--- config.mk ---
export PLATFORM = sky130hd
export DESIGN_NAME = cla_acc_pipe_flat
export DESIGN_NICKNAME = d
export VERILOG_FILES = /design/src/rtl/cla_acc_pipe_pkg.sv /design/src/rtl/cla_acc_pipe_if.sv /design/src/rtl/cla_acc_pipe_cla4.sv /design/src/rtl/cla_acc_pipe.sv /design/src/flat_wrapper.sv
export SDC_FILE = /design/constraint.sdc
export NUM_CORES = 1
export LEC_CHECK = 0
export ABC_AREA = 1
export CAP_MARGIN = 40
export CELL_PAD_IN_SITES_DETAIL_PLACEMENT = 1
export CELL_PAD_IN_SITES_GLOBAL_PLACEMENT = 2
export CORE_AREA = 2 2 189 145
export DETAILED_ROUTE_END_ITERATION = 10
export DIE_AREA = 0 0 191 147
export PLACE_DENSITY = 0.85
export RECOVER_POWER = 100
export SYNTH_ARGS = -nofsm -noshare
export SYNTH_HDL_FRONTEND = slang
export SYNTH_HIERARCHICAL = 1
export SYNTH_SLANG_ARGS = --single-unit
--- constraint.sdc ---
create_clock -name clk -period 5.2 [get_ports clk]
set_input_delay 0.52 -clock clk [delete_from_list [all_inputs] [get_ports clk]]
set_output_delay 0.52 -clock clk [all_outputs]
set_load 0.1 [all_outputs]
--- src/rtl/cla_acc_pipe_pkg.sv ---
// cla_acc_pipe shared definitions: op encodings, slice width and the
// datapath-width legality check used by the top at elaboration.
package cla_acc_pipe_pkg;

    typedef enum logic [1:0] {
        OP_ADD  = 2'b00,
        OP_SUB  = 2'b01,
        OP_ACC  = 2'b10,
        OP_LOAD = 2'b11
    } op_e;

    localparam int unsigned SLICE_W = 4;

    // Datapath must tile exactly into 4-bit lookahead slices.
    function automatic bit width_ok(input int unsigned w);
        return (w % SLICE_W == 0) && (w >= 4) && (w <= 64);
    endfunction

endpackage

--- src/rtl/cla_acc_pipe_if.sv ---
// cla_acc_pipe handshake bundle: input side (in_valid/in_ready, op, a, b,
// ci) and output side (out_valid/out_ready, s, co, ovf, zero).
interface cla_acc_pipe_if #(
    parameter int unsigned WIDTH = 32
);
    logic             in_valid;
    logic             in_ready;
    logic [1:0]       op;
    logic [WIDTH-1:0] a;
    logic [WIDTH-1:0] b;
    logic             ci;
    logic             out_valid;
    logic             out_ready;
    logic [WIDTH-1:0] s;
    logic             co;
    logic             ovf;
    logic             zero;

    // Sequencer side: produces operands, consumes results.
    modport master (
        output in_valid, op, a, b, ci, out_ready,
        input  in_ready, out_valid, s, co, ovf, zero
    );

    // Arithmetic unit side.
    modport slave (
        input  in_valid, op, a, b, ci, out_ready,
        output in_ready, out_valid, s, co, ovf, zero
    );
endinterface

--- src/rtl/cla_acc_pipe_cla4.sv ---
// cla4: 4-bit carry-lookahead slice; generate/propagate computed locally.
// Ports: s[3:0] sum, co carry-out, a/b[3:0] addends, ci carry-in.
module cla4 (
    output logic [3:0] s,
    output logic       co,
    input  logic [3:0] a,
    input  logic [3:0] b,
    input  logic       ci
);
    logic [3:0] g;
    logic [3:0] p;
    logic [4:1] c;

    always_comb begin
        g = a & b;
        p = a ^ b;

        c[1] = g[0] | (p[0] & ci);

        c[2] = g[1]
             | (p[1] & g[0])
             | (p[1] & p[0] & ci);

        c[3] = g[2]
             | (p[2] & g[1])
             | (p[2] & p[1] & g[0])
             | (p[2] & p[1] & p[0] & ci);

        c[4] = g[3]
             | (p[3] & g[2])
             | (p[3] & p[2] & g[1])
             | (p[3] & p[2] & p[1] & g[0])
             | (p[3] & p[2] & p[1] & p[0] & ci);

        s  = p ^ {c[3:1], ci};
        co = c[4];
    end
endmodule

--- src/rtl/cla_acc_pipe.sv ---
// cla_acc_pipe: two-register CLA add/sub/accumulate/load pipeline.
// Ports: clk, reset_n (async low), bus (slave side of cla_acc_pipe_if).
module cla_acc_pipe
    import cla_acc_pipe_pkg::*;
#(
    parameter int unsigned WIDTH = 32
) (
    input  logic           clk,
    input  logic           reset_n,
    cla_acc_pipe_if.slave  bus
);
    localparam int unsigned NS  = WIDTH / SLICE_W;
    localparam int unsigned MSB = WIDTH - 1;

    if (!width_ok(WIDTH)) begin : g_bad_width
        $error("cla_acc_pipe: WIDTH must be a multiple of 4 in 4..64");
    end

    // Stage A: captured operands.
    logic             a_valid_q, a_valid_d;
    op_e              op_q, op_d;
    logic [WIDTH-1:0] opa_q, opa_d;
    logic [WIDTH-1:0] opb_q, opb_d;
    logic             ci_q, ci_d;

    // Stage B: registered result.
    logic             out_valid_q, out_valid_d;
    logic [WIDTH-1:0] s_q, s_d;
    logic             co_q, co_d;
    logic             ovf_q, ovf_d;
    logic             zero_q, zero_d;

    // Architectural accumulator.
    logic [WIDTH-1:0] acc_q, acc_d;

    logic             a_adv;
    logic             in_ready;
    logic             in_fire;

    // Adder inputs after mode muxing / inversion.
    logic [WIDTH-1:0] x;
    logic [WIDTH-1:0] y;
    logic             cin;
    logic [WIDTH-1:0] sum;
    logic [NS:0]      c;

    logic [WIDTH-1:0] res_s;
    logic             res_co;
    logic             res_ovf;
    logic             is_load;
    logic             wr_acc;

    // Stage A drains whenever B is empty or being consumed this cycle,
    // so in_ready is combinational from out_ready.
    always_comb begin
        a_adv    = a_valid_q && (!out_valid_q || bus.out_ready);
        in_ready = !a_valid_q || a_adv;
        in_fire  = bus.in_valid && in_ready;
    end

    always_comb begin
        x   = opa_q;
        y   = opb_q;
        cin = ci_q;
        unique case (op_q)
            OP_ADD: begin
                x   = opa_q;
                y   = opb_q;
                cin = ci_q;
            end
            OP_SUB: begin
                x   = opa_q;
                y   = ~opb_q;
                cin = 1'b1;
            end
            OP_ACC: begin
                x   = acc_q;
                y   = opa_q;
                cin = 1'b0;
            end
            OP_LOAD: begin
                x   = opa_q;
                y   = '0;
                cin = 1'b0;
            end
        endcase
    end

    assign c[0] = cin;

    for (genvar i = 0; i < NS; i++) begin : g_slice
        cla4 u_cla4 (
            .s  (sum[SLICE_W*i +: SLICE_W]),
            .co (c[i+1]),
            .a  (x[SLICE_W*i +: SLICE_W]),
            .b  (y[SLICE_W*i +: SLICE_W]),
            .ci (c[i])
        );
    end

    always_comb begin
        is_load = (op_q == OP_LOAD);
        wr_acc  = (op_q == OP_ACC) || is_load;
        res_s   = sum;
        res_co  = is_load ? 1'b0 : c[NS];
        // Overflow: like-signed adder inputs producing an opposite sign.
        res_ovf = is_load ? 1'b0
                : (x[MSB] == y[MSB]) && (sum[MSB] != x[MSB]);
    end

    always_comb begin
        a_valid_d   = a_valid_q;
        op_d        = op_q;
        opa_d       = opa_q;
        opb_d       = opb_q;
        ci_d        = ci_q;
        out_valid_d = out_valid_q;
        s_d         = s_q;
        co_d        = co_q;
        ovf_d       = ovf_q;
        zero_d      = zero_q;
        acc_d       = acc_q;

        if (in_fire) begin
            a_valid_d = 1'b1;
            op_d      = op_e'(bus.op);
            opa_d     = bus.a;
            opb_d     = bus.b;
            ci_d      = bus.ci;
        end else if (a_adv) begin
            a_valid_d = 1'b0;
        end

        // acc moves on the same edge the op leaves A, so a following
        // ACC already in A sees the new value next cycle.
        if (a_adv) begin
            out_valid_d = 1'b1;
            s_d         = res_s;
            co_d        = res_co;
            ovf_d       = res_ovf;
            zero_d      = (res_s == '0);
            if (wr_acc) begin
                acc_d = res_s;
            end
        end else if (bus.out_ready) begin
            // Not advancing with out_ready high implies A is empty.
            out_valid_d = 1'b0;
        end
    end

    always_ff @(posedge clk or negedge reset_n) begin
        if (!reset_n) begin
            a_valid_q   <= 1'b0;
            op_q        <= OP_ADD;
            opa_q       <= '0;
            opb_q       <= '0;
            ci_q        <= 1'b0;
            out_valid_q <= 1'b0;
            s_q         <= '0;
            co_q        <= 1'b0;
            ovf_q       <= 1'b0;
            zero_q      <= 1'b0;
            acc_q       <= '0;
        end else begin
            a_valid_q   <= a_valid_d;
            op_q        <= op_d;
            opa_q       <= opa_d;
            opb_q       <= opb_d;
            ci_q        <= ci_d;
            out_valid_q <= out_valid_d;
            s_q         <= s_d;
            co_q        <= co_d;
            ovf_q       <= ovf_d;
            zero_q      <= zero_d;
            acc_q       <= acc_d;
        end
    end

    assign bus.in_ready  = in_ready;
    assign bus.out_valid = out_valid_q;
    assign bus.s         = s_q;
    assign bus.co        = co_q;
    assign bus.ovf       = ovf_q;
    assign bus.zero      = zero_q;

endmodule

--- src/flat_wrapper.sv ---
// flat-port wrapper written by rule: the top's interface ports become plain ports
module cla_acc_pipe_flat import cla_acc_pipe_pkg::*;
#(
    parameter int unsigned WIDTH = 32
)
  (clk, reset_n, bus_in_valid, bus_op, bus_a, bus_b, bus_ci, bus_out_ready, bus_in_ready, bus_out_valid, bus_s, bus_co, bus_ovf, bus_zero);
  cla_acc_pipe_if #(.WIDTH(WIDTH)) bus_i ();
  input  logic clk;
  input  logic reset_n;
  input wire logic [$bits(bus_i.in_valid)-1:0] bus_in_valid;
  input wire logic [$bits(bus_i.op)-1:0] bus_op;
  input wire logic [$bits(bus_i.a)-1:0] bus_a;
  input wire logic [$bits(bus_i.b)-1:0] bus_b;
  input wire logic [$bits(bus_i.ci)-1:0] bus_ci;
  input wire logic [$bits(bus_i.out_ready)-1:0] bus_out_ready;
  output wire logic [$bits(bus_i.in_ready)-1:0] bus_in_ready;
  output wire logic [$bits(bus_i.out_valid)-1:0] bus_out_valid;
  output wire logic [$bits(bus_i.s)-1:0] bus_s;
  output wire logic [$bits(bus_i.co)-1:0] bus_co;
  output wire logic [$bits(bus_i.ovf)-1:0] bus_ovf;
  output wire logic [$bits(bus_i.zero)-1:0] bus_zero;
  assign bus_i.in_valid = bus_in_valid;
  assign bus_i.op = bus_op;
  assign bus_i.a = bus_a;
  assign bus_i.b = bus_b;
  assign bus_i.ci = bus_ci;
  assign bus_i.out_ready = bus_out_ready;
  assign bus_in_ready = bus_i.in_ready;
  assign bus_out_valid = bus_i.out_valid;
  assign bus_s = bus_i.s;
  assign bus_co = bus_i.co;
  assign bus_ovf = bus_i.ovf;
  assign bus_zero = bus_i.zero;
  cla_acc_pipe #(.WIDTH(WIDTH)) u_core (.clk(clk), .reset_n(reset_n), .bus(bus_i));
endmodule
After elaboration in Yosys (flattened, before gate mapping)
Cells that the tools add are included.
{ "totals": {"wordCells": 273, "register_bits": 136, "in_bits": 71} }
{ "op_classes": {"muxes": 9, "reduce_logical": 15, "bitwise_logic": 233, "n_eq_ne": 5} }
{ "op_table": {"columns": ["op", "n"], "rows": [
  ["AND 1 bit", 128],
  ["one-hot mux 32 bit (4 select lines)", 1],
  ["bitwise OR 1 bit", 80],
  ["one-hot mux 32 bit (2 select lines)", 1],
  ["XOR 4 bit", 16],
  ["AND 4 bit", 8],
  ["logical NOT 32 bit", 1],
  ["NOT 32 bit", 1],
  ["2-to-1 mux 1 bit", 6],
  ["equality test 2 bit, second input constant", 2],
  ["nonzero test 2 bit", 2],
  ["logical AND 1 bit", 3],
  ["logical OR 1 bit", 3],
  ["one-hot mux 1 bit (3 select lines)", 1],
  ["OR reduction 3 bit", 1],
  ["equality test 2 x 1 -> 1 bit, second input constant", 1],
  ["logical NOT 1 bit", 2],
  ["logical NOT 2 bit", 1],
  ["AND reduction 2 bit", 1],
  ["OR reduction 2 bit", 1],
  ["equality test 1 bit", 1],
  ["!= test 1 bit", 1]
]} }

Longest topological paths before layout
Gate-level depths: netlist of run 1.
{ "logic_depth": {"depth_word": 27, "mapped_depth": 43, "mapped_depth_nobuf": 41} }

Cells and area by module
Netlist of run 1, hierarchy kept.
{ "modules_own_cells": {"columns": ["mod", "instances", "seq_area_each_um2", "area_each_um2", "cells_each"], "rows": [
  ["cla_acc_pipe", 1, 3403.3, 6287.3, 737],
  ["cla4 at u_core.g_slice[0].u_cla4 ...", 5, 0.0, 188.9, 31],
  ["cla4 at u_core.g_slice[6].u_cla4 ...", 2, 0.0, 171.4, 27],
  ["cla4 at u_core.g_slice[5].u_cla4", 1, 0.0, 186.4, 31]
]} }

Least setup slack after synthesis of run 1
Ideal clock, no wire load.
{ "synth_path": {"path_type": "flip-flop to flip-flop", "from": "reg u_core.op_q[0]", "to": "reg u_core.zero_q, in the netlist u_core/bus.zero", "path_buffers": 1, "path_slack_ns": 0.612, "period_less_slack_ns": 4.588, "path_stages_with_launch": 39, "arrival_time_ns": 4.510, "cell_sequence": "dfrtp_1 -> inv_2 -> nand2_2 -> buf_4 -> mux2_1 -> ha_1 -> a21oi_1 -> nand2_1 -> nand3_1 -> nand3_1 -> nand3_1 -> nand2_1 -> nand3_1 -> nand3_1 -> nand3_1 -> nand2_1 -> nand3_1 -> nand3_1 -> [3 not listed] -> nand3_1 -> nand3_1 -> nand2_1 -> nand3_1 -> nand3_1 -> nand3_1 -> nand2_1 -> nand3_1 -> nand3_1 -> nand3_1 -> nand2_1 -> fa_1 -> xor2_1 -> inv_1 -> nand3_1 -> nor2_1 -> nand2_1 -> o21bai_1"} }
{ "synth_between": {"elab_chain_cells": 25, "word_cells_on_any_way": 231, "cone_classes": "eq/ne (3); mux (3); bitwise (221); reduce/logical (4)"} }
{ "synth_rtl": {"columns": ["element", "line", "source"], "rows": [
  ["start, declared", "cla_acc_pipe.sv:21", "op_e op_q, op_d;"],
  ["start signal, assigned", "cla_acc_pipe.sv:166", "op_q <= op_d;"],
  ["equality test 2 x 1 -> 1 bit (tied with other cells)", "cla_acc_pipe.sv:65", "unique case (op_q)"],
  ["OR reduction 3 bit (no source line)", null, null],
  ["one-hot mux 32 bit (2 select lines) (*)", "cla_acc_pipe.sv:65", null],
  ["via u_core.x[3]", "cla_acc_pipe.sv:41", "logic [WIDTH-1:0] x;"],
  ["XOR 4 bit", "cla_acc_pipe_cla4.sv:16", "p = a ^ b;"],
  ["AND 1 bit (on tied branches)", null, null],
  ["bitwise OR 1 bit (tied with other cells)", "cla_acc_pipe_cla4.sv:30", "| (p[3] & g[2])"],
  ["bitwise OR 1 bit (tied with other cells)", "cla_acc_pipe_cla4.sv:31", "| (p[3] & p[2] & g[1])"],
  ["[2 not listed]", null, null],
  ["via u_core.c[1]", "cla_acc_pipe.sv:45", "logic [NS:0] c;"],
  ["[2 not listed]", null, null],
  ["via u_core.c[2]", "cla_acc_pipe.sv:45", null],
  ["[2 not listed]", null, null],
  ["via u_core.c[3]", "cla_acc_pipe.sv:45", null],
  ["[2 not listed]", null, null],
  ["via u_core.c[4]", "cla_acc_pipe.sv:45", null],
  ["[2 not listed]", null, null],
  ["via u_core.c[5]", "cla_acc_pipe.sv:45", null],
  ["[2 not listed]", null, null],
  ["via u_core.c[6]", "cla_acc_pipe.sv:45", null],
  ["AND 1 bit (*)", "cla_acc_pipe_cla4.sv:33", "| (p[3] & p[2] & p[1] & p[0] & ci);"],
  ["bitwise OR 1 bit (*)", "cla_acc_pipe_cla4.sv:33", null],
  ["via u_core.c[7]", "cla_acc_pipe.sv:45", null],
  ["AND 1 bit (*)", "cla_acc_pipe_cla4.sv:18", "c[1] = g[0] | (p[0] & ci);"],
  ["bitwise OR 1 bit (*)", "cla_acc_pipe_cla4.sv:18", null],
  ["XOR 4 bit (*)", "cla_acc_pipe_cla4.sv:35", "s = p ^ {c[3:1], ci};"],
  ["via u_core.res_s[29]", "cla_acc_pipe.sv:47", "logic [WIDTH-1:0] res_s;"],
  ["logical NOT 32 bit (*)", "cla_acc_pipe.sv:141", "zero_d = (res_s == '0);"],
  ["end signal, assigned", "cla_acc_pipe.sv:174", "zero_q <= zero_d;"],
  ["end, declared", "cla_acc_pipe.sv:31", "logic zero_q, zero_d;"]
]} }
The timed path passes the listed nets; every way through them passes the cells marked *.
A chain may end at the register's enable or synchronous reset.

Final worst setup path of run 1
{ "layout_path": {"from": "reg u_core.op_q[0]", "to": "reg u_core.zero_q, in the netlist u_core/bus.zero"} }
{ "layout_between": {"word_cells_on_any_way": 231, "cone_classes": "eq/ne (3); mux (3); bitwise (221); reduce/logical (4)"} }
{ "layout_lines": {"columns": ["element", "line"], "rows": [
  ["equality test 2 x 1 -> 1 bit (tied with other cells)", "cla_acc_pipe.sv:65"],
  ["OR reduction 3 bit (no source line)", null],
  ["one-hot mux 32 bit (2 select lines) (*)", "cla_acc_pipe.sv:65"],
  ["via u_core.x[0]", "cla_acc_pipe.sv:41"],
  ["AND 4 bit / XOR 4 bit (equally long branches)", "cla_acc_pipe_cla4.sv:15, cla_acc_pipe_cla4.sv:16"],
  ["AND 1 bit (on tied branches)", "cla_acc_pipe_cla4.sv:32, cla_acc_pipe_cla4.sv:33"],
  ["bitwise OR 1 bit / AND 1 bit (equally long branches)", "cla_acc_pipe_cla4.sv:32, cla_acc_pipe_cla4.sv:33"],
  ["bitwise OR 1 bit (*)", "cla_acc_pipe_cla4.sv:33"],
  ["via u_core.c[1]", "cla_acc_pipe.sv:45"],
  ["[2 not listed]", null],
  ["via u_core.c[2]", "cla_acc_pipe.sv:45"],
  ["[2 not listed]", null],
  ["via u_core.c[3]", "cla_acc_pipe.sv:45"],
  ["[2 not listed]", null],
  ["via u_core.c[4]", "cla_acc_pipe.sv:45"],
  ["[2 not listed]", null],
  ["via u_core.c[5]", "cla_acc_pipe.sv:45"],
  ["[1 not listed]", null],
  ["bitwise OR 1 bit (*)", "cla_acc_pipe_cla4.sv:33"],
  ["via u_core.c[6]", "cla_acc_pipe.sv:45"],
  ["AND 1 bit (*)", "cla_acc_pipe_cla4.sv:33"],
  ["bitwise OR 1 bit (*)", "cla_acc_pipe_cla4.sv:33"],
  ["via u_core.c[7]", "cla_acc_pipe.sv:45"],
  ["XOR 4 bit (*)", "cla_acc_pipe_cla4.sv:35"],
  ["via u_core.res_s[28]", "cla_acc_pipe.sv:47"],
  ["logical NOT 32 bit (*)", "cla_acc_pipe.sv:141"]
]} }
Marked as above.

==> impl_results.md, run 1 <==
- Routed WL: between 20 and 25 mm
- Sequential area share after synthesis: 43.8%
- Max-cap violations: 4
- First-pass GRT wire length: 39.1 mm
- Initial Utilization: approximately 29%
- Final setup margin: 369 ps
- Chip width: 191 µm
- Vias: 7034
- Peak Freq: 207 MHz
- Clock root cell: clkbuf_16
- Vias in the first global route: about 7300
- Avg Synthesized Cell Area: approximately 7.9 µm²
- CTS tree: done
- PwrDens: about 600 nW/µm²
- Crit path max fanout: 5
- H-tree depth: 4
- Req. time, crit path: 5560 ps
- Core Area: 26400 µm²
- Crit path top cell by count: nand3_2
- Iter 0 DRT Violations: approximately 360
- Clk sink count: around 140
- Fin crit period: 4830 ps
- Slew margin rel.: -94.4%
- Worst VDD drop: 0.342 mV
- Synth warnings: 6
- Setup TNS: 0 ps
- CP Data Arrival Time: 5190 ps
- Status: finished with violations
- Syn Nets: about 1100
- Full die area: around 28000 µm²
- Port Buffer Count: 107
- CTS Buf Count: 17
- All-layer global routing usage: 17.8%
- WL/cell: 16.2 µm
- Pins Over Slew Limit: 230
- Slowest stage cell, crit path: fa_2
- Setup crit start kind: flop
- Vias/cell: 4.76
- Worst-path clk slew: 60 ps
- Min Hold Slack: 471 ps
- Final core utilization: 39.2%
- Cells after Synth: between 900 and 1000
- Synth cell types: 27
- GP Congestion: 0.803
- R2r setup slk: about 370 ps
- Clock Tree Buf Depth: 2
- Die Y: 147 µm
- DP Worst Slack: -35.6 ps
- Drt pass-1 iters: 4
- Critical Path Max Stage Delay: between 400 and 500 ps
- Fin nets: around 1200
- Initial antenna violation count: 0
- Final worst-path cycle share: 92.9%
- Proportion of layout cells with a drive suffix above 1: about a tenth
- GRT overflow: 0
- CP Capture Type: flop
- Worst-margin pin slew: 2920 ps
- Synth Register Bits: approximately 140
- Clock Latency Late Sink: between 400 and 500 ps
- Rows: 52
- Diodes inserted: 0
- Dpl hpwl: 16.9 mm
- Lkg Pwr: roughly 5.0 nW
- Top Ports: around 110
- Area Growth Syn to Fin: 32.9%
- Critical path class: flop to flop
- Syn Std Cell Area: 7760 µm²
- Worst clock skew: 8.79 ps
- Largest net degree at the start of global routing: 68
- DRC Markers: 0
- Number of setup violations in the final report: 0
- Worst hold path class: flop to flop
- Final hold vios: 0
- Post-DRT Antenna Nets: 0
- Violated checks: max-capacitance violations, max-slew violations
[cell usage in the layout (no fill, tap or decap), types with 2 or more instances in the layout]
cell and count:
inv_1 85, o21ai_0 56, o21ai_1 6, inv_2 4, xor2_1 2, dfrtp_1 135
nand4_1 16, nand3_2 14, clkbuf_1 33, a21oi_1 15, nand2_2 17, bufinv_16 4
ha_1 30, clkinv_2 3, mux2_1 27, o211ai_1 30, fa_1 7, or2_0 8
clkbuf_16 17, nor2_1 32, ha_4 2, nand2_1 300, xnor2_1 6, clkinv_4 2
clkdlybuf4s50_1 96, clkbuf_8 3, nand3_1 126, dlygate4sd3_1 10, buf_4 17, buf_16 8
mux2_2 3
[final timing paths]
| kind | from | endpoint | depth (start not counted) |
|---|---|---|---|
| min in group asynchronous | reset_n | u_core/bus.s[14] | 2 |
| min | u_core/acc_q[24] | u_core/acc_q[24] | 2 |
| max reg2reg | u_core/op_q[0] | u_core/bus.zero | 38 |
| max in group asynchronous | reset_n | u_core/op_q[0] | 4 |
| max | u_core/op_q[0] | u_core/bus.zero | 38 |
| min reg2reg | u_core/acc_q[24] | u_core/acc_q[24] | 2 |
[through the flow]
stage / cells / area [µm²] / power (mW)
after global placement: 1401 / 9160 / 4.47
after detailed placement: 1440 / 9860 / 5.01
after CTS: 1474 / 10500 / 6.38
final: 1478 / 10300 / 6.13
after global routing: 1478 / 10300 / 6.54
after floorplan: 977 / 7760 / 3.69
[registers in the layout, summed over array words and instances, names as in the netlist]
signal                flops
u_core/bus.zero           1
u_core/a_valid_q          1
u_core/opa_q             32
u_core/opb_q             32
u_core/bus.s             32
u_core/ci_q               1
u_core/bus.ovf            1
u_core/acc_q             32
u_core/bus.out_valid      1
u_core/bus.co             1
u_core/op_q               2
[synthesized netlist by cell type (all sizes together)]
| master | instances | share of area (%) |
|---|---|---|
| o21bai | 1 | 0.097 |
| buf | 35 | 2.3 |
| clkbuf | 15 | 0.76 |
| o211ai | 30 | 2.9 |
| a21oi | 15 | 0.97 |
| ha | 32 | 5.2 |
| nand3 | 140 | 9.0 |
| o21ai | 62 | 4.0 |
| xor2 | 2 | 0.23 |
| nor2 | 34 | 1.7 |
| xnor2 | 6 | 0.68 |
| fa | 8 | 2.1 |
| o221ai | 1 | 0.11 |
| mux2 | 30 | 4.4 |
| dfrtp | 136 | 44 |
| nand2 | 317 | 16 |
| or2 | 8 | 0.64 |
| nand4 | 16 | 1.3 |
| inv | 89 | 4.3 |
[power by group]
group	internal, mW	switching, mW	total (mW)
Clock	0.841	0.476	1.32
Sequential	1.38	0.221	1.60
Combinational	1.04	2.17	3.21
[cell type report]
type	count	area [µm²]
clock buffers	21	470
clock inverters	11	169
fillers	3158	16000
inverters	89	334
multi-input cells	702	3910
flip-flops and latches	136	3400
well taps	351	439
repair buffers	168	1590
[logic make-up after synthesis]
| kind of cell | synth area share, % |
|---|---|
| compound gates | 8.08 |
| xor+xnor | 0.903 |
| fa+ha+maj | 7.22 |
| buf+inv | 7.40 |
| flops | 43.8 |
| mux | 4.35 |
| simple gates | 28.2 |
[routing by layer]
| layer | vias up | part of all wire (%) | GRT usage [%] | routed length [µm] |
|---|---|---|---|---|
| met5 | - | 0 | 0 | 0 |
| met4 | 0 | 0.91 | 4.15 | 219 |
| met3 | 16 | 3.8 | 3.92 | 901 |
| met2 | 122 | 43 | 25.9 | 10300 |
| met1 | 3409 | 52 | 26.6 | 12600 |
| li1 | 3487 | - | - | - |
[repair_timing]
item                                   4_1_cts  5_1_grt
endpoints found under the hold margin       29        0
setup buffers                                1        4
pin swaps                                    2        3
hold buffers                                 1        0
gates resized for setup                      3       30
setup endpoints to repair                    1       11
[worst max-delay path, delay by kind of cell (launching register included)]
family          cells  cell delay, ps
buf+inv             2             140
mux                 1             380
flops               1             420
compound gates      1             130
fa+ha+maj           2             760
simple gates       32            2890
Note: power is estimated with default switching activity, not from simulation.
==> inputs of run 2 (changes only) <==
--- a/config.mk
+++ b/config.mk
@@ -6,6 +6,7 @@
 export NUM_CORES = 1
 export LEC_CHECK = 0
 export ABC_AREA = 1
+export ABC_CLOCK_PERIOD_IN_PS = 5200
 export CAP_MARGIN = 40
 export CELL_PAD_IN_SITES_DETAIL_PLACEMENT = 1
 export CELL_PAD_IN_SITES_GLOBAL_PLACEMENT = 2
@@ -18,3 +19,4 @@
 export SYNTH_HDL_FRONTEND = slang
 export SYNTH_HIERARCHICAL = 1
 export SYNTH_SLANG_ARGS = --single-unit
+export TNS_END_PERCENT = 1
==> results of run 2 <==
Final layout, timing and power as in run 1 (identical DEF).
